--- src/rtl/seg7_sum_scan_pkg.sv ---
// Shared constants for the sum-to-7-segment display: glyph table, FSM states,
// and elaboration-time sizing helpers.
package seg7_pkg;

    typedef enum logic [1:0] {
        IDLE   = 2'd0,
        CONV   = 2'd1,
        COMMIT = 2'd2
    } state_t;

    // Active-low segments, bit order {a,b,c,d,e,f,g}
    localparam logic [6:0] SEG_GLYPH [0:9] = '{
        7'h01, 7'h4F, 7'h12, 7'h06, 7'h4C,
        7'h24, 7'h20, 7'h0F, 7'h00, 7'h04
    };
    localparam logic [6:0] SEG_BLANK = 7'h7F;
    localparam logic [6:0] SEG_DASH  = 7'h7E;

    function automatic logic [6:0] seg7_glyph(input logic [3:0] d);
        if (d > 4'd9)
            return SEG_BLANK;
        return SEG_GLYPH[d];
    endfunction

    // Decimal digits needed for the largest w-bit value, i.e. ceil(w*log10(2))
    function automatic int unsigned bcd_digits(input int unsigned w);
        longint unsigned v;
        int unsigned     n;
        v = (64'd1 << w) - 64'd1;
        n = 1;
        v = v / 10;
        while (v != 0) begin
            n++;
            v = v / 10;
        end
        return n;
    endfunction

    function automatic longint unsigned pow10(input int unsigned n);
        longint unsigned p;
        p = 1;
        for (int unsigned i = 0; i < n; i++)
            p = p * 10;
        return p;
    endfunction

endpackage

--- src/rtl/seg7_sum_scan_if.sv ---
// Operand/strobe inputs and display/status outputs of seg7_sum_scan.
interface seg7_sum_scan_if #(
    parameter int OPW    = 8,
    parameter int DIGITS = 3
);
    logic [OPW-1:0]    a;
    logic [OPW-1:0]    b;
    logic              load;
    logic              busy;
    logic              done;
    logic              ovf;
    logic [6:0]        seg;
    logic              dp;
    logic [DIGITS-1:0] an;

    modport master (output a, b, load, input busy, done, ovf, seg, dp, an);
    modport slave  (input a, b, load, output busy, done, ovf, seg, dp, an);
endinterface

--- src/rtl/seg7_sum_scan_bin2bcd.sv ---
// Sequential binary-to-BCD converter: one shift-add-3 step per clock,
// BIN_W steps per conversion, done pulses the cycle after the last step.
module bin2bcd_seq #(
    parameter int BIN_W      = 9,
    parameter int BCD_DIGITS = 3
) (
    input  logic                    clk,
    input  logic                    rst,
    input  logic                    start,
    input  logic [BIN_W-1:0]        bin,
    output logic                    busy,
    output logic                    done,
    output logic [4*BCD_DIGITS-1:0] bcd
);
    localparam int            CW   = $clog2(BIN_W + 1);
    localparam logic [CW-1:0] LAST = CW'(BIN_W - 1);

    logic [BIN_W-1:0]        sh_q;
    logic [CW-1:0]           cnt_q;
    logic [4*BCD_DIGITS-1:0] bcd_q;
    logic [4*BCD_DIGITS-1:0] adj;
    logic                    busy_q;
    logic                    done_q;

    always_comb begin
        adj = bcd_q;
        for (int unsigned i = 0; i < BCD_DIGITS; i++) begin
            if (bcd_q[4*i +: 4] >= 4'd5)
                adj[4*i +: 4] = bcd_q[4*i +: 4] + 4'd3;
        end
    end

    always_ff @(posedge clk or posedge rst) begin
        if (rst) begin
            sh_q   <= '0;
            cnt_q  <= '0;
            bcd_q  <= '0;
            busy_q <= 1'b0;
            done_q <= 1'b0;
        end else begin
            done_q <= 1'b0;
            if (start && !busy_q) begin
                sh_q   <= bin;
                bcd_q  <= '0;
                cnt_q  <= '0;
                busy_q <= 1'b1;
            end else if (busy_q) begin
                bcd_q <= (adj << 1) | {{(4*BCD_DIGITS-1){1'b0}}, sh_q[BIN_W-1]};
                sh_q  <= sh_q << 1;
                cnt_q <= cnt_q + 1'b1;
                if (cnt_q == LAST) begin
                    busy_q <= 1'b0;
                    done_q <= 1'b1;
                end
            end
        end
    end

    assign busy = busy_q;
    assign done = done_q;
    assign bcd  = bcd_q;
endmodule

--- src/rtl/seg7_sum_scan.sv ---
// Adds two operands on load, converts the sum to BCD and drives a multiplexed
// common-anode display with leading-zero blanking and overflow dashes.
module seg7_sum_scan
    import seg7_pkg::*;
#(
    parameter int OPW    = 8,
    parameter int DIGITS = 3,
    parameter int DIV    = 1000
) (
    input logic             clk,
    input logic             rst,
    seg7_sum_scan_if.slave  io
);
    localparam int          NBCD = bcd_digits(OPW + 1);
    localparam int          EXT  = (NBCD > DIGITS) ? NBCD : DIGITS;
    localparam int          IW   = (DIGITS > 1) ? $clog2(DIGITS) : 1;
    localparam int          DW   = $clog2(DIV);
    localparam logic [63:0] MAXV = pow10(DIGITS) - 64'd1;

    state_t              state_q;
    logic [OPW:0]        sum;
    logic                ovf_next_q;
    logic                cv_start;
    logic                cv_busy;
    logic                cv_done;
    logic [4*EXT-1:0]    cv_bcd;
    logic [4*DIGITS-1:0] disp_q;
    logic [4*DIGITS-1:0] disp_n;
    logic                ovf_q;
    logic                ovf_n;
    logic                busy_q;
    logic                done_q;
    logic [DW-1:0]       div_q;
    logic [IW-1:0]       idx_q;
    logic [IW-1:0]       idx_n;
    logic [6:0]          seg_q;
    logic [6:0]          seg_n;
    logic [DIGITS-1:0]   an_q;
    logic [DIGITS-1:0]   an_n;
    logic                nz;

    assign sum      = {1'b0, io.a} + {1'b0, io.b};
    assign cv_start = (state_q == IDLE) && io.load && !cv_busy;

    bin2bcd_seq #(
        .BIN_W      (OPW + 1),
        .BCD_DIGITS (EXT)
    ) u_bcd (
        .clk   (clk),
        .rst   (rst),
        .start (cv_start),
        .bin   (sum),
        .busy  (cv_busy),
        .done  (cv_done),
        .bcd   (cv_bcd)
    );

    always_ff @(posedge clk or posedge rst) begin
        if (rst) begin
            state_q    <= IDLE;
            ovf_next_q <= 1'b0;
            busy_q     <= 1'b0;
            done_q     <= 1'b0;
            ovf_q      <= 1'b0;
            disp_q     <= '0;
        end else begin
            done_q <= 1'b0;
            disp_q <= disp_n;
            ovf_q  <= ovf_n;
            case (state_q)
                IDLE: if (cv_start) begin
                    ovf_next_q <= 64'(sum) > MAXV;
                    busy_q     <= 1'b1;
                    state_q    <= CONV;
                end
                CONV: if (cv_done) begin
                    busy_q  <= 1'b0;
                    done_q  <= 1'b1;
                    state_q <= COMMIT;
                end
                COMMIT:  state_q <= IDLE;
                default: state_q <= IDLE;
            endcase
        end
    end

    // Glyph is computed from next-cycle index and contents so seg, an and a
    // committed value all change on the same edge.
    always_comb begin
        disp_n = disp_q;
        ovf_n  = ovf_q;
        if (state_q == CONV && cv_done) begin
            disp_n = cv_bcd[4*DIGITS-1:0];
            ovf_n  = ovf_next_q;
        end

        idx_n = idx_q;
        if (div_q == DW'(DIV - 1))
            idx_n = (idx_q == IW'(DIGITS - 1)) ? '0 : idx_q + 1'b1;

        nz = 1'b0;
        for (int unsigned i = 0; i < DIGITS; i++) begin
            if (IW'(i) >= idx_n && disp_n[4*i +: 4] != 4'd0)
                nz = 1'b1;
        end

        if (ovf_n)
            seg_n = SEG_DASH;
        else if (!nz && idx_n != '0)
            seg_n = SEG_BLANK;
        else
            seg_n = seg7_glyph(disp_n[4*idx_n +: 4]);

        an_n = ~(DIGITS'(1) << idx_n);
    end

    always_ff @(posedge clk or posedge rst) begin
        if (rst) begin
            div_q <= '0;
            idx_q <= '0;
            seg_q <= SEG_GLYPH[0];
            an_q  <= ~DIGITS'(1);
        end else begin
            div_q <= (div_q == DW'(DIV - 1)) ? '0 : div_q + 1'b1;
            idx_q <= idx_n;
            seg_q <= seg_n;
            an_q  <= an_n;
        end
    end

    assign io.busy = busy_q;
    assign io.done = done_q;
    assign io.ovf  = ovf_q;
    assign io.seg  = seg_q;
    assign io.dp   = 1'b1;
    assign io.an   = an_q;
endmodule

--- src/flat_wrapper.sv ---
// flat-port wrapper written by rule: the top's interface ports become plain ports
module seg7_sum_scan_flat import seg7_pkg::*;
#(
    parameter int OPW    = 8,
    parameter int DIGITS = 3,
    parameter int DIV    = 1000
)
  (clk, rst, io_a, io_b, io_load, io_busy, io_done, io_ovf, io_seg, io_dp, io_an);
  seg7_sum_scan_if #(.OPW(OPW), .DIGITS(DIGITS)) io_i ();
  input logic clk;
  input logic rst;
  input wire logic [$bits(io_i.a)-1:0] io_a;
  input wire logic [$bits(io_i.b)-1:0] io_b;
  input wire logic [$bits(io_i.load)-1:0] io_load;
  output wire logic [$bits(io_i.busy)-1:0] io_busy;
  output wire logic [$bits(io_i.done)-1:0] io_done;
  output wire logic [$bits(io_i.ovf)-1:0] io_ovf;
  output wire logic [$bits(io_i.seg)-1:0] io_seg;
  output wire logic [$bits(io_i.dp)-1:0] io_dp;
  output wire logic [$bits(io_i.an)-1:0] io_an;
  assign io_i.a = io_a;
  assign io_i.b = io_b;
  assign io_i.load = io_load;
  assign io_busy = io_i.busy;
  assign io_done = io_i.done;
  assign io_ovf = io_i.ovf;
  assign io_seg = io_i.seg;
  assign io_dp = io_i.dp;
  assign io_an = io_i.an;
  seg7_sum_scan #(.OPW(OPW), .DIGITS(DIGITS), .DIV(DIV)) u_core (.clk(clk), .rst(rst), .io(io_i));
endmodule
--- config.mk ---
export PLATFORM = sky130hd
export DESIGN_NAME = seg7_sum_scan_flat
export DESIGN_NICKNAME = d
export VERILOG_FILES = /design/src/rtl/seg7_sum_scan_pkg.sv /design/src/rtl/seg7_sum_scan_if.sv /design/src/rtl/seg7_sum_scan_bin2bcd.sv /design/src/rtl/seg7_sum_scan.sv /design/src/flat_wrapper.sv
export SDC_FILE = /design/constraint.sdc
export NUM_CORES = 1
export LEC_CHECK = 0
export CAP_MARGIN = 10
export CORE_MARGIN = 1
export CORE_UTILIZATION = 58
export CTS_BUF_LIST = sky130_fd_sc_hd__clkbuf_8
export DETAILED_ROUTE_END_ITERATION = 7
export HOLD_SLACK_MARGIN = 0.05
export PLACE_DENSITY = 0.9
export SLEW_MARGIN = 20
export SYNTH_ARGS = -nofsm -noshare
export SYNTH_HDL_FRONTEND = slang
export SYNTH_HIERARCHICAL = 1
export SYNTH_SLANG_ARGS = --single-unit
--- constraint.sdc ---
create_clock -name clk -period 8.45 [get_ports clk]
set_input_delay 0.845 -clock clk [delete_from_list [all_inputs] [get_ports clk]]
set_output_delay 0.845 -clock clk [all_outputs]
set_load 0.05 [all_outputs]
# Word level (Yosys, flattened, before mapping)
# Memory sizes are Yosys's and may differ from the RTL's.
# Index checks and enable logic that the tools add are counted.
[op_classes]
n_addsub = 7
mul = 0
div_mod_pow = 0
order_cmp = 8
n_eq_ne = 6
shifts = 2
muxes = 40
n_bitwise = 3
reduce_logical = 19
[op_table]
columns = ["operator", "count"]
rows = [
  ["2-to-1 mux 7 bit", 6],
  ["2-to-1 mux 12 bit", 3],
  ["2-to-1 mux 9 bit", 2],
  ["2-to-1 mux 1 bit", 17],
  ["2-to-1 mux 4 bit", 4],
  [">= comparator 4 x 3 -> 1 bit (second input constant)", 3],
  ["OR 12 x 1 -> 12 bit", 1],
  ["nonzero test 4 bit", 3],
  ["indexed part select 12 x 5 -> 4 bit", 1],
  ["adder 10 x 1 -> 10 bit (second input constant)", 1],
  ["equality test 10 bit (second input constant)", 1],
  ["2-to-1 mux 10 bit", 1],
  ["adder 8 x 8 -> 9 bit", 1],
  ["adder 4 x 2 -> 4 bit (second input constant)", 2],
  ["logical AND 1 bit", 8],
  ["2-to-1 mux 2 bit", 4],
  ["nonzero test 2 bit", 3],
  [">= comparator 5 bit (second input constant)", 1],
  ["inverter 4 -> 5 bit", 1],
  ["adder 4 x 1 -> 4 bit (second input constant)", 1],
  ["equality test 4 bit (second input constant)", 1],
  [">= comparator 1 x 2 -> 1 bit (first input constant)", 2],
  ["> comparator 4 bit (second input constant)", 1],
  ["inequality test 2 bit (second input constant)", 2],
  ["14 further kinds", 15],
]
[word_totals]
register_bits = 66
latch_bits = 0
ramBits = 0
rom_bits = 112
input_bits = 19
output_inout_bits = 14
memories = 1
[mem_list]
columns = ["memory", "words", "word_bits", "read_ports", "rd_clocked_by_memory_dff", "write_ports", "line_no", "rtl"]
rows = [
  ["(no name shown)", 16, 7, 1, 0, 0, "seg7_sum_scan_pkg.sv:22", "return SEG_GLYPH[d];"],
]

# Depth between registers and ports, before layout
# Gate-level depths: netlist (run 1).
[logic_depth]
depth_word = 15
depth_mapped = 12
mapped_depth_nobuf = 12

# Hierarchy
# The synthesis (run 1) kept the hierarchy.
[modules_own_cells]
columns = ["mod", "instances", "cells_per_inst", "area_each_um2"]
rows = [
  ["seg7_sum_scan", 1, 234, 2348.5],
  ["bin2bcd_seq", 1, 147, 1463.9],
]

# Worst setup path after synthesis (run 1)
# Ideal clock, no wire load.
[synth_path]
path_kind = "reg-to-reg"
start = "register u_core.div_q[0]"
end = "register u_core.seg_q[3], in the netlist u_core/io.seg[3]"
setup_time_ns = 0.132
arrival_ns = 2.904
path_slack_ns = 5.415
path_stages_with_launch = 12
period_less_slack_ns = 3.035
path_cell_list = "dfrtp_1 ha_1 nand4b_4 nor4_4 buf_4 buf_4 a21oi_1 o221ai_1 ha_1 o22ai_1 a21oi_2 or3b_1"
[synth_via]
elab_chain_len = 11
[synth_rtl]
columns = ["element", "line_no", "rtl"]
rows = [
  ["from (decl)", "seg7_sum_scan.sv:33", "logic [DW-1:0] div_q;"],
  ["from (signal assigned)", "seg7_sum_scan.sv:124", "div_q <= (div_q == DW'(DIV - 1)) ? '0 : div_q + 1'b1;"],
  ["equality test 10 bit *", "seg7_sum_scan.sv:98", "if (div_q == DW'(DIV - 1))"],
  ["2-to-1 mux 2 bit *", "seg7_sum_scan.sv:98", ""],
  ["branches (longest 7 deep; another with memory read (16 x 7 bit))", "-", ""],
  ["2-to-1 mux 7 bit *", "seg7_sum_scan.sv:109", "else if (!nz && idx_n != '0)"],
  ["2-to-1 mux 7 bit *", "seg7_sum_scan.sv:107", "if (ovf_n)"],
  ["via u_core.seg_n[3]", "seg7_sum_scan.sv:37", "logic [6:0] seg_n;"],
  ["to (signal assigned)", "seg7_sum_scan.sv:121", "seg_q <= SEG_GLYPH[0];"],
  ["to (signal assigned)", "seg7_sum_scan.sv:126", "seg_q <= seg_n;"],
  ["to (decl)", "seg7_sum_scan.sv:36", "logic [6:0] seg_q;"],
]
# Mark *: on every way through the listed nets, which the timed path passes. The select of a mux whose other input is x is not followed.
# A chain may end at the register's enable or synchronous reset.

# Worst setup path after layout (run 1)
[layout_path]
start = "register u_core.state_q[1]"
end = "register u_core.seg_q[3], in the netlist u_core/io.seg[3]"
[layout_lines]
columns = ["element", "line_no", "rtl"]
rows = [
  ["from (decl)", "seg7_sum_scan.sv:20", "state_t state_q;"],
  ["from (signal assigned)", "seg7_sum_scan.sv:60", "state_q <= IDLE;"],
  ["from (signal assigned)", "seg7_sum_scan.sv:74", "state_q <= CONV;"],
  ["from (signal assigned)", "seg7_sum_scan.sv:79", "state_q <= COMMIT;"],
  ["equality test 2 x 1 -> 1 bit *", "seg7_sum_scan.sv:92", "if (state_q == CONV && cv_done) begin"],
  ["logical AND 1 bit *", "seg7_sum_scan.sv:92", ""],
  ["2-to-1 mux 12 bit *", "seg7_sum_scan.sv:92", ""],
  ["via u_core.disp_n[9]", "seg7_sum_scan.sv:28", "logic [4*DIGITS-1:0] disp_n;"],
  ["indexed part select 12 x 5 -> 4 bit", "seg7_sum_scan.sv:112", "seg_n = seg7_glyph(disp_n[4*idx_n +: 4]);"],
  ["inverter 4 -> 5 bit (implied by the code) / > comparator 4 bit (equally long branches)", "seg7_sum_scan_pkg.sv:22, seg7_sum_scan_pkg.sv:20", ""],
  ["memory read (16 x 7 bit) / 2-to-1 mux 1 bit (equally long branches)", "-", ""],
  ["2-to-1 mux 7 bit (implied by the code) / 2-to-1 mux 1 bit (equally long branches)", "seg7_sum_scan_pkg.sv:22, seg7_sum_scan.sv:109", ""],
  ["2-to-1 mux 7 bit (implied by the code) / 2-to-1 mux 1 bit (equally long branches)", "seg7_sum_scan_pkg.sv:22, seg7_sum_scan.sv:107", ""],
  ["2-to-1 mux 7 bit", "seg7_sum_scan_pkg.sv:22", ""],
  ["2-to-1 mux 7 bit *", "seg7_sum_scan.sv:109", ""],
  ["2-to-1 mux 7 bit *", "seg7_sum_scan.sv:107", ""],
  ["via u_core.seg_n[3]", "seg7_sum_scan.sv:37", ""],
]
# Mark *: on every way through the listed nets, which the timed path passes. The rest lies on a longest branch. The select of a mux whose other input is x is not followed.

==> impl_metrics.prom, run 1 <==
# TYPE chip_impl_metric gauge
chip_impl_metric{name="critical_path_peak_fanout",unit=""} 17
chip_impl_metric{name="cts.path.max_buffers",unit=""} 2
chip_impl_metric{name="total_cts_buffers",unit=""} 9
chip_impl_info{name="worstHoldPathType",value="flop to flop"} 1
chip_impl_metric{name="postCtsSetupBuffers",unit=""} 0
chip_impl_metric{name="async_flop_share",unit=""} 1.00
chip_impl_metric{name="postSynthCellCount",unit=""} 381
chip_impl_metric{name="area_growth_syn_to_layout",unit="%"} 14.9
chip_impl_metric{name="final.min_clock_period",unit="ns"} 3.52
chip_impl_metric{name="multiInputGateArea",unit="um2"} 1950
chip_impl_metric{name="final_slew_violations",unit=""} 0
chip_impl_metric{name="combinationalPowerShare",unit=""} 0.415
chip_impl_info{name="ctsRootBufferMaster",value="clkbuf_8"} 1
chip_impl_metric{name="clock_insertion_delay_worst_skew",unit="ns"} 0.34
chip_impl_info{name="start_kind",value="flop"} 1
chip_impl_metric{name="final.setup_skew",unit="ns"} 0.00324
chip_impl_metric{name="post-route-period-util",unit=""} 0.417
chip_impl_metric{name="cp.required",unit="ns"} 8.67
chip_impl_metric{name="io_buffer_count",unit=""} 31
chip_impl_info{name="commonest_non_fill_non_tap_cell_in_the_layout",value="dfrtp_1"} 1
chip_impl_metric{name="placementRows",unit=""} 29
chip_impl_metric{name="grt_usage",unit=""} 0.233
chip_impl_metric{name="synthesis.nets",unit=""} 423
chip_impl_metric{name="fp.coreArea",unit="um2"} 6350
chip_impl_metric{name="drt-pass1-iter-count",unit=""} 5
chip_impl_metric{name="pin_count",unit=""} 33
chip_impl_info{name="flip_flop_cell_with_the_highest_count_after_synthesis",value="dfrtp_1"} 1
chip_impl_metric{name="synth-seq-area-share",unit=""} 0.434
chip_impl_metric{name="power-per-cell-area",unit="nW/um2"} 301
chip_impl_metric{name="diodes",unit=""} 0
chip_impl_metric{name="grt_pass1_wl",unit="um"} 13000
chip_impl_metric{name="number_of_warnings_printed_during_yosys_synthesis",unit=""} 6
chip_impl_metric{name="numClockSinks",unit=""} 66
chip_impl_metric{name="grt_max_degree",unit=""} 42
chip_impl_metric{name="critical_path.max_stage_delay",unit="ns"} 0.73
chip_impl_info{name="most-common-layout-cells",value="dfrtp_1, nand2_1, inv_1, clkdlybuf4s50_1, mux2i_1"} 1
chip_impl_metric{name="avgSynthCellArea",unit="um2"} 10.0
chip_impl_metric{name="netlist_cell_types",unit=""} 67
chip_impl_metric{name="netSwitchingFraction",unit=""} 0.401
chip_impl_metric{name="clock.fmax",unit="GHz"} 0.284
chip_impl_metric{name="die_x",unit="um"} 83.1
chip_impl_metric{name="routed-via-count",unit=""} 2943
chip_impl_metric{name="globalRoute.totalOverflow",unit=""} 0
chip_impl_metric{name="synth-seq-cells",unit=""} 66
chip_impl_metric{name="fin_nets",unit=""} 456
chip_impl_metric{name="timing.reg2reg.setup_slack",unit="ns"} 4.93
chip_impl_metric{name="worst_ep_arrival_time",unit="ns"} 3.74
chip_impl_metric{name="final_antenna_net_count",unit=""} 0
chip_impl_metric{name="mappedNetlistArea",unit="um2"} 3810
chip_impl_metric{name="report.final.setup_viol",unit=""} 0
chip_impl_metric{name="layoutNonFillerInstCount",unit=""} 496
chip_impl_metric{name="grt_pass1_vias",unit=""} 2915
chip_impl_metric{name="totalNegativeSetupSlack",unit="ns"} 0
chip_impl_info{name="tritoncts_clock_tree",value="yes"} 1
chip_impl_info{name="path_delay_family",value="simple AND/OR/NAND/NOR gates"} 1
chip_impl_metric{name="p_leak",unit="nW"} 2.08
chip_impl_metric{name="place_congestion",unit=""} 0.862
chip_impl_metric{name="sequential_cell_area",unit="um2"} 1660
chip_impl_metric{name="dpl.hpwl",unit="um"} 5290
chip_impl_metric{name="switchingPower",unit="uW"} 529
chip_impl_metric{name="detail_route.drc_violations",unit=""} 0
chip_impl_metric{name="antenna_violations_before_repair",unit=""} 0
chip_impl_metric{name="p_clk_frac",unit=""} 0.205
chip_impl_metric{name="finalHoldViolations",unit=""} 0
chip_impl_info{name="rsz0062_at_grt",value="false"} 1
chip_impl_metric{name="detail_route.iter0.violations",unit=""} 173
chip_impl_metric{name="drive_above_1_share",unit=""} 0.103
chip_impl_metric{name="die_h",unit="um"} 83.1
chip_impl_metric{name="synth_edf_count",unit=""} 0
chip_impl_metric{name="route.detailed.wl_per_inst",unit="um"} 14.9
chip_impl_info{name="cp_slowest_cell",value="nand3b_1"} 1
chip_impl_metric{name="cts_resized",unit=""} 0
chip_impl_info{name="worst_setup_path_end_kind",value="flop"} 1
chip_impl_metric{name="power.sequential.fraction",unit=""} 0.380
chip_impl_metric{name="clkTransAtPathRegs",unit="ns"} 0.07
chip_impl_info{name="status",value="finished clean"} 1
chip_impl_metric{name="cts_hold_repair.buffers",unit=""} 0
chip_impl_metric{name="drt-vias-per-instance",unit=""} 5.93
chip_impl_metric{name="total_wirelength_of_the_detailed_routed_design",unit="um"} 7390
chip_impl_info{name="worst_setup_path_type",value="flop to flop"} 1
chip_impl_metric{name="crit_buf_inv",unit=""} 2
chip_impl_metric{name="max-cap-violations",unit=""} 0
chip_impl_metric{name="die_area",unit="um2"} 6900
chip_impl_metric{name="timing.max_slew.rel_slack",unit=""} 0.355
chip_impl_info{name="critical_path.cell_chain",value="nand3b_1 -> inv_6 -> mux2i_1 -> inv_1 -> a221o_1 -> o221ai_1 -> ha_1 -> o22ai_1 -> a21oi_2 -> or3b_1"} 1
chip_impl_metric{name="tightestPinTransition",unit="ns"} 0.965
chip_impl_metric{name="place_inst",unit=""} 480
chip_impl_metric{name="internal-power",unit="uW"} 791
chip_impl_metric{name="cts_htree_levels",unit=""} 3
chip_impl_metric{name="fillers",unit=""} 474
chip_impl_metric{name="power.ir.vdd_worst",unit="V"} 0.000228
chip_impl_metric{name="initial_core_util",unit=""} 0.600
==> layer usage <==
layer	global-route usage	wire, um
met1	0.291	3140
met2	0.396	3790
met3	0.0507	320
met4	0.0909	135
met5	0	0
==> cells by family after synthesis <==
| logic type | share of synthesized area |
|---|---|
| other cells | 0.000984 |
| mux | 0.0906 |
| fa+ha+maj | 0.0804 |
| buf+inv | 0.0564 |
| xor+xnor | 0.0276 |
| flops | 0.434 |
| simple gates | 0.168 |
| compound gates | 0.142 |
==> worst paths after layout <==
check | start | to | depth (start not counted)
max in group asynchronous | rst | u_core/io.seg[0] | 3
hold reg to reg | u_core/u_bcd/cnt_q[3] | u_core/u_bcd/cnt_q[3] | 1
setup / recovery | u_core/state_q[1] | u_core/io.seg[3] | 10
min in group asynchronous | rst | u_core/u_bcd/cnt_q[1] | 2
hold / removal | u_core/u_bcd/cnt_q[3] | u_core/u_bcd/cnt_q[3] | 1
setup reg to reg | u_core/state_q[1] | u_core/io.seg[3] | 10
==> metrics by stage <==
| stage | util | total power [mW] | setup WS [ns] | instance area [um2] | hold WS (ns) |
|---|---|---|---|---|---|
| after floorplan | - | 0.905 | 5.41 | 3810 | 0.444 |
| after global placement | 0.658 | 1.01 | 5.17 | 4180 | 0.453 |
| after detailed placement | 0.658 | 1.05 | 4.96 | 4180 | 0.473 |
| after CTS | 0.690 | 1.32 | 4.93 | 4380 | 0.483 |
| after global routing | 0.690 | 1.41 | 4.68 | 4380 | 0.491 |
| final | 0.690 | 1.32 | 4.93 | 4380 | 0.479 |
==> synthesized netlist by cell type (all sizes together) (3+ instances only) <==
cell type  instances  area, um2
xor2               6       52.6
o21ai             28        140
mux2i             24        240
nor2              21       86.3
and2               5       31.3
buf               11       71.3
a21o               5       37.5
mux2               5       60.1
nor2b              4       25.0
dfrtp             63       1580
a2111o             3       33.8
nor3b              4       30.0
a31o               3       26.3
o211ai             3       22.5
nor3               6       30.0
a21oi             14       73.8
a32oi              3       26.3
nand3b             3       22.5
or2                3       18.8
nor4               5       46.3
nand2b             7       43.8
xnor2              6       52.6
nand2             36        135
inv               34        133
dfstp              3       78.8
and3               6       37.5
ha                22        275
nand3             12       60.1
==> power groups by stage <==
stage                     Sequential [mW]  Clock, mW  Combinational, mW
after floorplan                     0.531          0              0.374
after global placement              0.498          0              0.514
after detailed placement            0.503          0              0.542
after CTS                           0.499      0.274              0.549
after global routing                0.516      0.288              0.606
final                               0.502      0.270              0.548
==> area by class of cell <==
cell class / instances / area share
flip-flops and latches: 66 / 0.378
inverters: 35 / 0.0311
well taps: 77 / 0.0220
clock buffers: 11 / 0.0346
multi-input cells: 267 / 0.445
clock inverters: 5 / 0.0123
repair buffers: 35 / 0.0777
==> flip-flops by register name (all words and copies together), names as in the netlist <==
register / count
u_core/disp_q: 12
u_core/div_q: 10
u_core/idx_q: 2
u_core/io.an: 3
u_core/io.busy: 1
u_core/io.done: 1
u_core/io.ovf: 1
u_core/io.seg: 7
u_core/state_q: 2
u_core/u_bcd/bcd: 12
u_core/u_bcd/busy: 1
u_core/u_bcd/cnt_q: 4
u_core/u_bcd/done: 1
u_core/u_bcd/sh_q: 9
(Power assumes the default switching activity.)
==> run 2, diff against run 1 <==
==> constraint.sdc (replaced) <==
create_clock -name clk -period 3.38 [get_ports clk]
set_input_delay 0.338 -clock clk [delete_from_list [all_inputs] [get_ports clk]]
set_output_delay 0.338 -clock clk [all_outputs]
set_load 0.05 [all_outputs]
==> run 2 against run 1 <==
Against the previous run: via count is 1.0% lower; register-to-register slack lost 4.7 ns; utilization grew 0.20 points; clock skew is 0.0040 ns higher; first-iteration DRC count shrank 41%; die area stayed put; flip-flop and latch count is the same; setup slack worse by 4.7 ns; routed wire length increased by 1.6%; fmax increased by 12%; sequential power grew 150%; largest cell class unchanged; highest routed layer unchanged.
==> impl_metrics.prom, run 2 (synthesis gave the netlist of run 1 again) <==
# TYPE chip_impl_metric gauge
chip_impl_metric{name="cts_hold_repair.buffers",unit=""} 0
chip_impl_metric{name="detail_route.drc_violations",unit=""} 0
chip_impl_metric{name="cts.path.max_buffers",unit=""} 2
chip_impl_metric{name="fillers",unit=""} 473
chip_impl_metric{name="finalHoldViolations",unit=""} 0
chip_impl_metric{name="dpl.hpwl",unit="um"} 5340
chip_impl_metric{name="power.ir.vdd_worst",unit="V"} 0.000629
chip_impl_metric{name="totalNegativeSetupSlack",unit="ns"} 0
chip_impl_metric{name="post-route-period-util",unit=""} 0.932
chip_impl_info{name="timing.rr.start",value="u_core/div_q[0]"} 1
chip_impl_metric{name="drt-pass1-iter-count",unit=""} 4
chip_impl_info{name="commonest_non_fill_non_tap_cell_in_the_layout",value="dfrtp_1"} 1
chip_impl_info{name="rr_endpoint",value="u_core/io.seg[3]"} 1
chip_impl_metric{name="globalRoute.totalOverflow",unit=""} 0
chip_impl_info{name="status",value="finished clean"} 1
chip_impl_metric{name="io_buffer_count",unit=""} 31
chip_impl_info{name="ctsRootBufferMaster",value="clkbuf_8"} 1
chip_impl_metric{name="clock.fmax",unit="GHz"} 0.318
chip_impl_metric{name="grt_pass1_wl",unit="um"} 12900
chip_impl_metric{name="die_h",unit="um"} 83.1
chip_impl_metric{name="fin_nets",unit=""} 460
chip_impl_info{name="most-common-layout-cells",value="dfrtp_1, nand2_1, inv_1, clkdlybuf4s50_1, mux2i_1"} 1
chip_impl_info{name="tritoncts_clock_tree",value="yes"} 1
chip_impl_metric{name="clkTransAtPathRegs",unit="ns"} 0.07
chip_impl_metric{name="final.setup_skew",unit="ns"} 0.00729
chip_impl_metric{name="total_wirelength_of_the_detailed_routed_design",unit="um"} 7510
chip_impl_metric{name="die_x",unit="um"} 83.1
chip_impl_metric{name="tightestPinTransition",unit="ns"} 0.955
chip_impl_metric{name="p_clk_frac",unit=""} 0.188
chip_impl_metric{name="ff2ff_path_depth",unit=""} 10
chip_impl_metric{name="grt_usage",unit=""} 0.233
chip_impl_metric{name="diodes",unit=""} 0
chip_impl_metric{name="drt-vias-per-instance",unit=""} 5.83
chip_impl_info{name="start_kind",value="flop"} 1
chip_impl_metric{name="fp.coreArea",unit="um2"} 6350
chip_impl_metric{name="fin_area",unit="um2"} 4390
chip_impl_metric{name="power-per-cell-area",unit="nW/um2"} 736
chip_impl_metric{name="grt_pass1_vias",unit=""} 2918
chip_impl_metric{name="max-cap-violations",unit=""} 0
chip_impl_metric{name="numClockSinks",unit=""} 66
chip_impl_metric{name="p_leak",unit="nW"} 2.09
chip_impl_metric{name="cp.required",unit="ns"} 3.60
chip_impl_metric{name="detailed_place.area",unit="um2"} 4200
chip_impl_metric{name="cts_htree_levels",unit=""} 3
chip_impl_metric{name="report.final.setup_viol",unit=""} 0
chip_impl_metric{name="switchingPower",unit="mW"} 1.31
chip_impl_metric{name="power.sequential.fraction",unit=""} 0.387
chip_impl_metric{name="pin_count",unit=""} 33
chip_impl_metric{name="critical_path_peak_fanout",unit=""} 8
chip_impl_metric{name="final.min_clock_period",unit="ns"} 3.15
chip_impl_info{name="worst_setup_path_end_kind",value="flop"} 1
chip_impl_metric{name="layout.core_utilization",unit=""} 0.692
chip_impl_metric{name="timing.reg2reg.setup_slack",unit="ns"} 0.23
chip_impl_metric{name="sequential_cell_area",unit="um2"} 1660
chip_impl_metric{name="grt_max_degree",unit=""} 42
chip_impl_metric{name="drive_above_1_share",unit=""} 0.106
chip_impl_metric{name="routed-via-count",unit=""} 2913
chip_impl_info{name="worst_setup_path_type",value="flop to flop"} 1
chip_impl_metric{name="multiInputGateArea",unit="um2"} 1960
chip_impl_metric{name="final_slew_violations",unit=""} 0
chip_impl_metric{name="worst_ep_arrival_time",unit="ns"} 3.37
chip_impl_info{name="worstHoldPathType",value="input pin to async pin"} 1
chip_impl_metric{name="placementRows",unit=""} 29
chip_impl_metric{name="clock_insertion_delay_worst_skew",unit="ns"} 0.35
chip_impl_metric{name="area_growth_syn_to_layout",unit="%"} 15.3
chip_impl_metric{name="die_area",unit="um2"} 6900
chip_impl_metric{name="route.detailed.wl_per_inst",unit="um"} 15.0
chip_impl_metric{name="p_total",unit="mW"} 3.23
chip_impl_metric{name="place_congestion",unit=""} 0.897
chip_impl_metric{name="detail_route.iter0.violations",unit=""} 102
chip_impl_metric{name="timing.max_slew.rel_slack",unit=""} 0.360
chip_impl_metric{name="internal-power",unit="mW"} 1.92
chip_impl_metric{name="initial_core_util",unit=""} 0.600
chip_impl_metric{name="final_antenna_net_count",unit=""} 0
chip_impl_metric{name="antenna_violations_before_repair",unit=""} 0
chip_impl_info{name="rsz0062_at_grt",value="false"} 1
chip_impl_metric{name="total_cts_buffers",unit=""} 9
chip_impl_metric{name="combinationalPowerShare",unit=""} 0.426
chip_impl_metric{name="netSwitchingFraction",unit=""} 0.406
## run 2: area by class of cell
type / instances / share of cell area
clock buffers: 12 / 0.0376
inverters: 35 / 0.0310
multi-input cells: 268 / 0.446
repair buffers: 38 / 0.0826
flip-flops and latches: 66 / 0.377
clock inverters: 4 / 0.00399
well taps: 77 / 0.0219
## run 2: worst max-delay path: stages (launching register included)
cell and delay [ns]:
dfrtp_1 0.38, ha_1 0.26, nand4b_4 0.16, nor4_4 0.42, buf_4 0.24, a21oi_1 0.09, o221ai_1 0.41, ha_1 0.31
o22ai_1 0.15, a21oi_2 0.22, or3b_1 0.37
## run 2: layer usage
layer	vias up	GRT usage	routed length [um]
met5	-	0	0
met4	0	0.114	143
met3	15	0.0328	242
met2	71	0.410	3990
met1	1406	0.279	3140
li1	1421	-	-
## run 2: through the flow
step	worst slack [ns]	hold slack, ns	instances
floorplan	0.345	0.391	381
global placement	0.409	0.453	483
detailed placement	0.215	0.472	483
CTS	0.165	0.434	499
global route	0.0542	0.497	500
finish	0.231	0.415	500
## run 2: repair_timing
action                                  4_1_cts  5_1_grt
buffers inserted                              0        0
gates resized for setup                       0        0
endpoints found under the setup margin        0        1
## run 2: how the worst max path moves through the flow
stage / start / endpoint / slack, ns
3_3_place_gp: u_core/div_q[0] / u_core/io.seg[3] / 0.41
2_1_floorplan: u_core/div_q[0] / u_core/io.seg[3] / 0.34
5_1_grt: u_core/div_q[0] / u_core/io.seg[3] / 0.05
3_5_place_dp: u_core/div_q[0] / u_core/io.seg[3] / 0.22
6_report: u_core/div_q[0] / u_core/io.seg[3] / 0.23
4_1_cts: u_core/div_q[0] / u_core/io.seg[3] / 0.17
## run 2: power groups by stage
stage	clock network (mW)	registers [mW]	logic, mW
after global placement	0	1.24	1.29
after CTS	0.620	1.25	1.37
after floorplan	0	1.33	0.936
final	0.606	1.25	1.38
after detailed placement	0	1.26	1.36
after global routing	0.645	1.28	1.53
